### config.mk
export PLATFORM = sky130hd
export DESIGN_NAME = payload_char_class_decoder
export DESIGN_NICKNAME = d
export VERILOG_FILES = /design/src/rtl/payload_char_class_decoder.sv
export SDC_FILE = /design/constraint.sdc
export NUM_CORES = 2
export LEC_CHECK = 0
export ABC_AREA = 0
export CAP_MARGIN = 20
export CELL_PAD_IN_SITES_DETAIL_PLACEMENT = 0
export CELL_PAD_IN_SITES_GLOBAL_PLACEMENT = 1
export CORE_MARGIN = 4
export CORE_UTILIZATION = 56
export DETAILED_ROUTE_END_ITERATION = 7
export GPL_TIMING_DRIVEN = 0
export PLACE_DENSITY_LB_ADDON = 0.2
export SLEW_MARGIN = 15
export SYNTH_ARGS = -nofsm -noshare
export SYNTH_HDL_FRONTEND = slang
export SYNTH_SLANG_ARGS = --single-unit
### constraint.sdc
create_clock -name clk -period 3.2 [get_ports clk]
set_input_delay 0.32 -clock clk [delete_from_list [all_inputs] [get_ports clk]]
set_output_delay 0.32 -clock clk [all_outputs]
set_load 0.03 [all_outputs]
### src/rtl/payload_char_class_decoder.sv
// Payload byte stream to per-class match lines for the payload regex engines.
// Class 0 is the start-of-data anchor; classes 1..NUM_CLASSES-1 are programmable.
module payload_char_class_decoder #(
    parameter int NUM_CLASSES = 40,
    parameter int ADDR_W      = 6
) (
    input  logic                   clk,
    input  logic                   rst_n,
    input  logic [7:0]             s_data,
    input  logic                   s_valid,
    input  logic                   s_last,
    output logic                   s_ready,
    input  logic                   cfg_we,
    input  logic [ADDR_W-1:0]      cfg_addr,
    input  logic [7:0]             cfg_lo0,
    input  logic [7:0]             cfg_hi0,
    input  logic [7:0]             cfg_lo1,
    input  logic [7:0]             cfg_hi1,
    input  logic                   cfg_nocase,
    output logic                   cfg_err,
    output logic                   sod,
    output logic                   en,
    output logic [NUM_CLASSES-1:0] cls,
    output logic                   eop
);

    typedef enum logic [1:0] {
        ST_IDLE   = 2'd0,
        ST_SOD    = 2'd1,
        ST_FIRST  = 2'd2,
        ST_STREAM = 2'd3
    } state_t;

    state_t state_r;
    state_t next_state_s;

    logic [7:0] lo0_r [NUM_CLASSES];
    logic [7:0] hi0_r [NUM_CLASSES];
    logic [7:0] lo1_r [NUM_CLASSES];
    logic [7:0] hi1_r [NUM_CLASSES];
    logic       nocase_r [NUM_CLASSES];

    logic                   s_ready_s;
    logic                   accept_s;
    logic                   wr_ok_s;
    logic                   err_s;
    logic                   addr_ok_s;
    logic [NUM_CLASSES-1:0] match_s;

    logic                   en_r;
    logic                   eop_r;
    logic                   sod_r;
    logic                   cfg_err_r;
    logic [NUM_CLASSES-1:0] cls_r;

    function automatic logic in_range(input logic [7:0] c, input logic [7:0] lo,
                                      input logic [7:0] hi);
        return (c >= lo) && (c <= hi);
    endfunction

    function automatic logic is_alpha(input logic [7:0] c);
        return ((c >= 8'h41) && (c <= 8'h5A)) || ((c >= 8'h61) && (c <= 8'h7A));
    endfunction

    // A letter under nocase is also tested with its case bit flipped.
    function automatic logic class_hit(input logic [7:0] c,
                                       input logic [7:0] lo0, input logic [7:0] hi0,
                                       input logic [7:0] lo1, input logic [7:0] hi1,
                                       input logic nc);
        logic [7:0] alt;
        logic       hit;
        alt = c ^ 8'h20;
        hit = in_range(c, lo0, hi0) || in_range(c, lo1, hi1);
        if (nc && is_alpha(c)) begin
            hit = hit || in_range(alt, lo0, hi0) || in_range(alt, lo1, hi1);
        end else begin
            hit = hit;
        end
        return hit;
    endfunction

    assign addr_ok_s = (cfg_addr != {ADDR_W{1'b0}}) &&
                       (32'(cfg_addr) < 32'(NUM_CLASSES));

    // State register
    always_ff @(posedge clk or negedge rst_n) begin
        if (!rst_n) begin
            state_r <= ST_IDLE;
        end else begin
            state_r <= next_state_s;
        end
    end

    // Next-state, handshake and config-write arbitration
    always_comb begin
        next_state_s = state_r;
        s_ready_s    = 1'b0;
        accept_s     = 1'b0;
        wr_ok_s      = 1'b0;
        err_s        = 1'b0;
        case (state_r)
            ST_IDLE: begin
                if (cfg_we) begin
                    if (addr_ok_s) begin
                        wr_ok_s = 1'b1;
                    end else begin
                        err_s = 1'b1;
                    end
                end else begin
                    s_ready_s = 1'b1;
                    if (s_valid) begin
                        next_state_s = ST_SOD;
                    end else begin
                        next_state_s = ST_IDLE;
                    end
                end
            end
            ST_SOD: begin
                err_s        = cfg_we;
                next_state_s = ST_FIRST;
            end
            ST_FIRST, ST_STREAM: begin
                s_ready_s = 1'b1;
                err_s     = cfg_we;
                if (s_valid) begin
                    accept_s = 1'b1;
                    if (s_last) begin
                        next_state_s = ST_IDLE;
                    end else begin
                        next_state_s = ST_STREAM;
                    end
                end else begin
                    next_state_s = state_r;
                end
            end
            default: begin
                next_state_s = ST_IDLE;
            end
        endcase
    end

    // Class table; entry 0 is never written since class 0 is the anchor
    always_ff @(posedge clk or negedge rst_n) begin
        if (!rst_n) begin
            for (int i = 0; i < NUM_CLASSES; i++) begin
                lo0_r[i]    <= 8'hFF;
                hi0_r[i]    <= 8'h00;
                lo1_r[i]    <= 8'hFF;
                hi1_r[i]    <= 8'h00;
                nocase_r[i] <= 1'b0;
            end
        end else begin
            for (int i = 1; i < NUM_CLASSES; i++) begin
                if (wr_ok_s && (cfg_addr == ADDR_W'(i))) begin
                    lo0_r[i]    <= cfg_lo0;
                    hi0_r[i]    <= cfg_hi0;
                    lo1_r[i]    <= cfg_lo1;
                    hi1_r[i]    <= cfg_hi1;
                    nocase_r[i] <= cfg_nocase;
                end
            end
        end
    end

    // Per-class match of the byte currently on s_data
    always_comb begin
        match_s = {NUM_CLASSES{1'b0}};
        for (int i = 1; i < NUM_CLASSES; i++) begin
            match_s[i] = class_hit(s_data, lo0_r[i], hi0_r[i], lo1_r[i], hi1_r[i],
                                   nocase_r[i]);
        end
    end

    // Output registers: one cycle from accept to en/cls/eop; cls holds when idle
    always_ff @(posedge clk or negedge rst_n) begin
        if (!rst_n) begin
            en_r      <= 1'b0;
            eop_r     <= 1'b0;
            sod_r     <= 1'b0;
            cfg_err_r <= 1'b0;
            cls_r     <= {NUM_CLASSES{1'b0}};
        end else begin
            en_r      <= accept_s;
            eop_r     <= accept_s && s_last;
            sod_r     <= (next_state_s == ST_SOD);
            cfg_err_r <= err_s;
            if (accept_s) begin
                cls_r <= {match_s[NUM_CLASSES-1:1], (state_r == ST_FIRST)};
            end
        end
    end

    // s_ready is combinational on cfg_we, so it is gated to stay low in reset.
    assign s_ready = s_ready_s & rst_n;
    assign en      = en_r;
    assign eop     = eop_r;
    assign sod     = sod_r;
    assign cfg_err = cfg_err_r;
    assign cls     = cls_r;

endmodule
==> results.cfg <==
[outcome]
outcome = finished, final reports clean

[place]
dpl_worst_slack_ns = -1.63
routabilityCongestion = 0.883
dp_hpwl_um = 179000
numPortBuffers = 61
dp.cells = 10801

[route]
routed_wl_um = 274000
drc = 0
drtAntennaViolNets = 0
drt_iter0_markers = 5156
viasPerCell = 6.06
wire_per_inst_um = 24.6
dr.pass1.iters = 7
vias = 67712

[yosys]
syn_area_mm2 = 0.0877
async_flop_share = 1.00
yosysWarnings = 0
syn_nets = 10077
synth-seq-cells = 1333
ys_seq_area_frac = 0.389
ys.flop_type = dfrtp_1
syn_inst = 8621
avgSynthCellArea_um2 = 10.2
synth-edff-count = 0
synth_cell_types = 63

[timing]
final_hold_viol_count = 0
fin_crit_sh = 0.994
setup_viol = 0
min_period_ns = 3.18
fin_worst_skew_ns = 0.0237
drv_slew = 0
setup_slack_ns = 0.0188
slew_headroom = 0.154
tightest_slew_ns = 1.27
rsz0062_at_grt = no
max_freq_mhz = 314

[worst_setup_path]
cp_max_fo = 66
start_kind = input port
worstPathArrival_ns = 3.87
cp-end-kind = flip-flop
required_ns = 3.89
crit_type = input port to flip-flop

[floorplan]
die_x_um = 404
die_h_um = 404
io_pins = 97
num_rows = 144
core_mm2 = 0.155
die-area_mm2 = 0.163
start_util = 0.566

[final_layout]
drive_above_1_share = 0.255
area.growth.synth_to_final_pct = 13.8
multi_input_comb_area_mm2 = 0.0487
seq_area_mm2 = 0.0341
final_common_cell = ha_1
fin_cells = 11169
nNetsFinal = 10408
final_cell_mix = 1404 x ha_1, 1304 x inv_1, 1063 x mux2_2
fillers = 12336

[global_route]
grt_pass1_vias = 67211
grt_pass1_wl_um = 411000
grt_util_all_layers = 0.333
overflow = 0
antenna_found_initial = 48
grt_max_degree = 147

[cts]
clk_path_buf_depth = 3
cts_tree = done
root_buffer = clkbuf_16
cts_buffers = 157
clk_pin_slew_worst_paths_ns = 0.06
clock_sinks = 1333
htree_levels = 4
clk_latency_ns = 0.79

[run]
maxCapViolations = 0

[power_and_ir_drop]
power_mw = 53.6
p_leak_nw = 45.3
irDropWorstVdd_mv = 0.510
power_per_cell_area_mw_per_mm2 = 537

[hold_path]
hold_class = input port to asynchronous set/reset pin
registers in the layout (all words and copies together) (netlist names):
signal    cells
hi0_r       312
hi1_r       312
lo0_r       312
lo1_r       312
cls          40
nocase_r     39
state_r       2
cfg_err       1
en            1
eop           1
sod           1
Yosys cell counts (127+ instances only):
master / number / area share
ha_1: 1404 / 0.20
a21oi_1: 620 / 0.035
mux2_2: 1063 / 0.14
nand2_1: 473 / 0.020
clkbuf_1: 174 / 0.0074
o21ai_0: 613 / 0.035
nand3_1: 149 / 0.0085
inv_1: 1306 / 0.056
o211ai_1: 127 / 0.011
nand4_1: 172 / 0.012
dfstp_2: 624 / 0.19
dfrtp_1: 709 / 0.20
nor2_1: 191 / 0.0082
path summary, 6_finish.rpt:
check / startpoint / to / slack [ns] / cells past startpoint
worst max register to register: state_r[1] / cls[25] / 0.18 / 6
worst min register to register: hi0_r[179] / hi0_r[179] / 0.50 / 1
min in group clk: cfg_lo0[6] / lo0_r[14] / 0.05 / 2
worst max-delay path: s_data[1] / cls[25] / 0.02 / 9
max in group asynchronous: rst_n / lo1_r[289] / 1.42 / 6
worst min-delay path: rst_n / lo0_r[105] / 0.01 / 3
what timing repair did:
item                                   in CTS  in global routing
hold buffers                               18                  0
endpoints found under the hold margin     239                  0
buffers inserted                            4                  0
resized for setup                           3                  0
setup endpoints to repair                  40                  1
cloned                                      7                  1
power by group:
group | total, mW | switching [mW] | internal (mW)
clock network | 18.4 | 7.50 | 10.9
logic | 14.2 | 8.36 | 5.87
registers | 20.9 | 1.22 | 19.7
total | 53.6 | 17.1 | 36.5
area by class of cell:
class / instances / share of cell area
tap: 2044 / 0.0256
clock buffer: 246 / 0.0479
multi-input combinational: 5689 / 0.488
timing repair buffer: 171 / 0.0286
timing repair inverter: 1 / 0.0000502
inverter: 1307 / 0.0493
sequential: 1333 / 0.342
buffer: 292 / 0.0130
antenna: 40 / 0.00100
clock inverter: 46 / 0.00483
cell families after synthesis:
family                     count (synthesis)  synth area share
adders and majority gates               1404             0.200
and+or+nand+nor                         1379            0.0786
buffers and inverters                   1599            0.0701
AOI/OAI and AO/OA                       1843             0.125
DFF                                     1333             0.389
muxes                                   1063             0.136
worst max-delay path, cell delays in order:
cell and delay (ns):
buf_8 0.32, buf_16 0.41, or4_1 0.20, o22ai_1 0.07, nor3b_1 0.50, buf_2 0.67, buf_2 0.68, o211ai_1 0.20
a41oi_1 0.24
metal layers:
layer  routed length (µm)  vias to the layer above  global-route usage
met5                   76                        -                   0
met4                12400                       10               0.142
met3                19900                      630              0.0628
met2               124000                     2239               0.534
met1               118000                    33666               0.444
li1                     -                    31167                   -
per-stage QoR:
| step | hold WS [ns] | setup TNS (ns) | util | cell area [µm²] |
|---|---|---|---|---|
| 3_5_place_dp | 0.299 | -68.31 | 0.605 | 93700 |
| 2_1_floorplan | 0.0244 | -28.95 | - | 88900 |
| 4_1_cts | 0.00201 | 0 | 0.643 | 99600 |
| 6_report | 0.0119 | 0 | 0.644 | 99800 |
| 3_3_place_gp | 0.486 | - | 0.594 | 92100 |
| 5_1_grt | 0.0276 | 0 | 0.643 | 99700 |
Note: power is estimated with default switching activity, not from simulation.
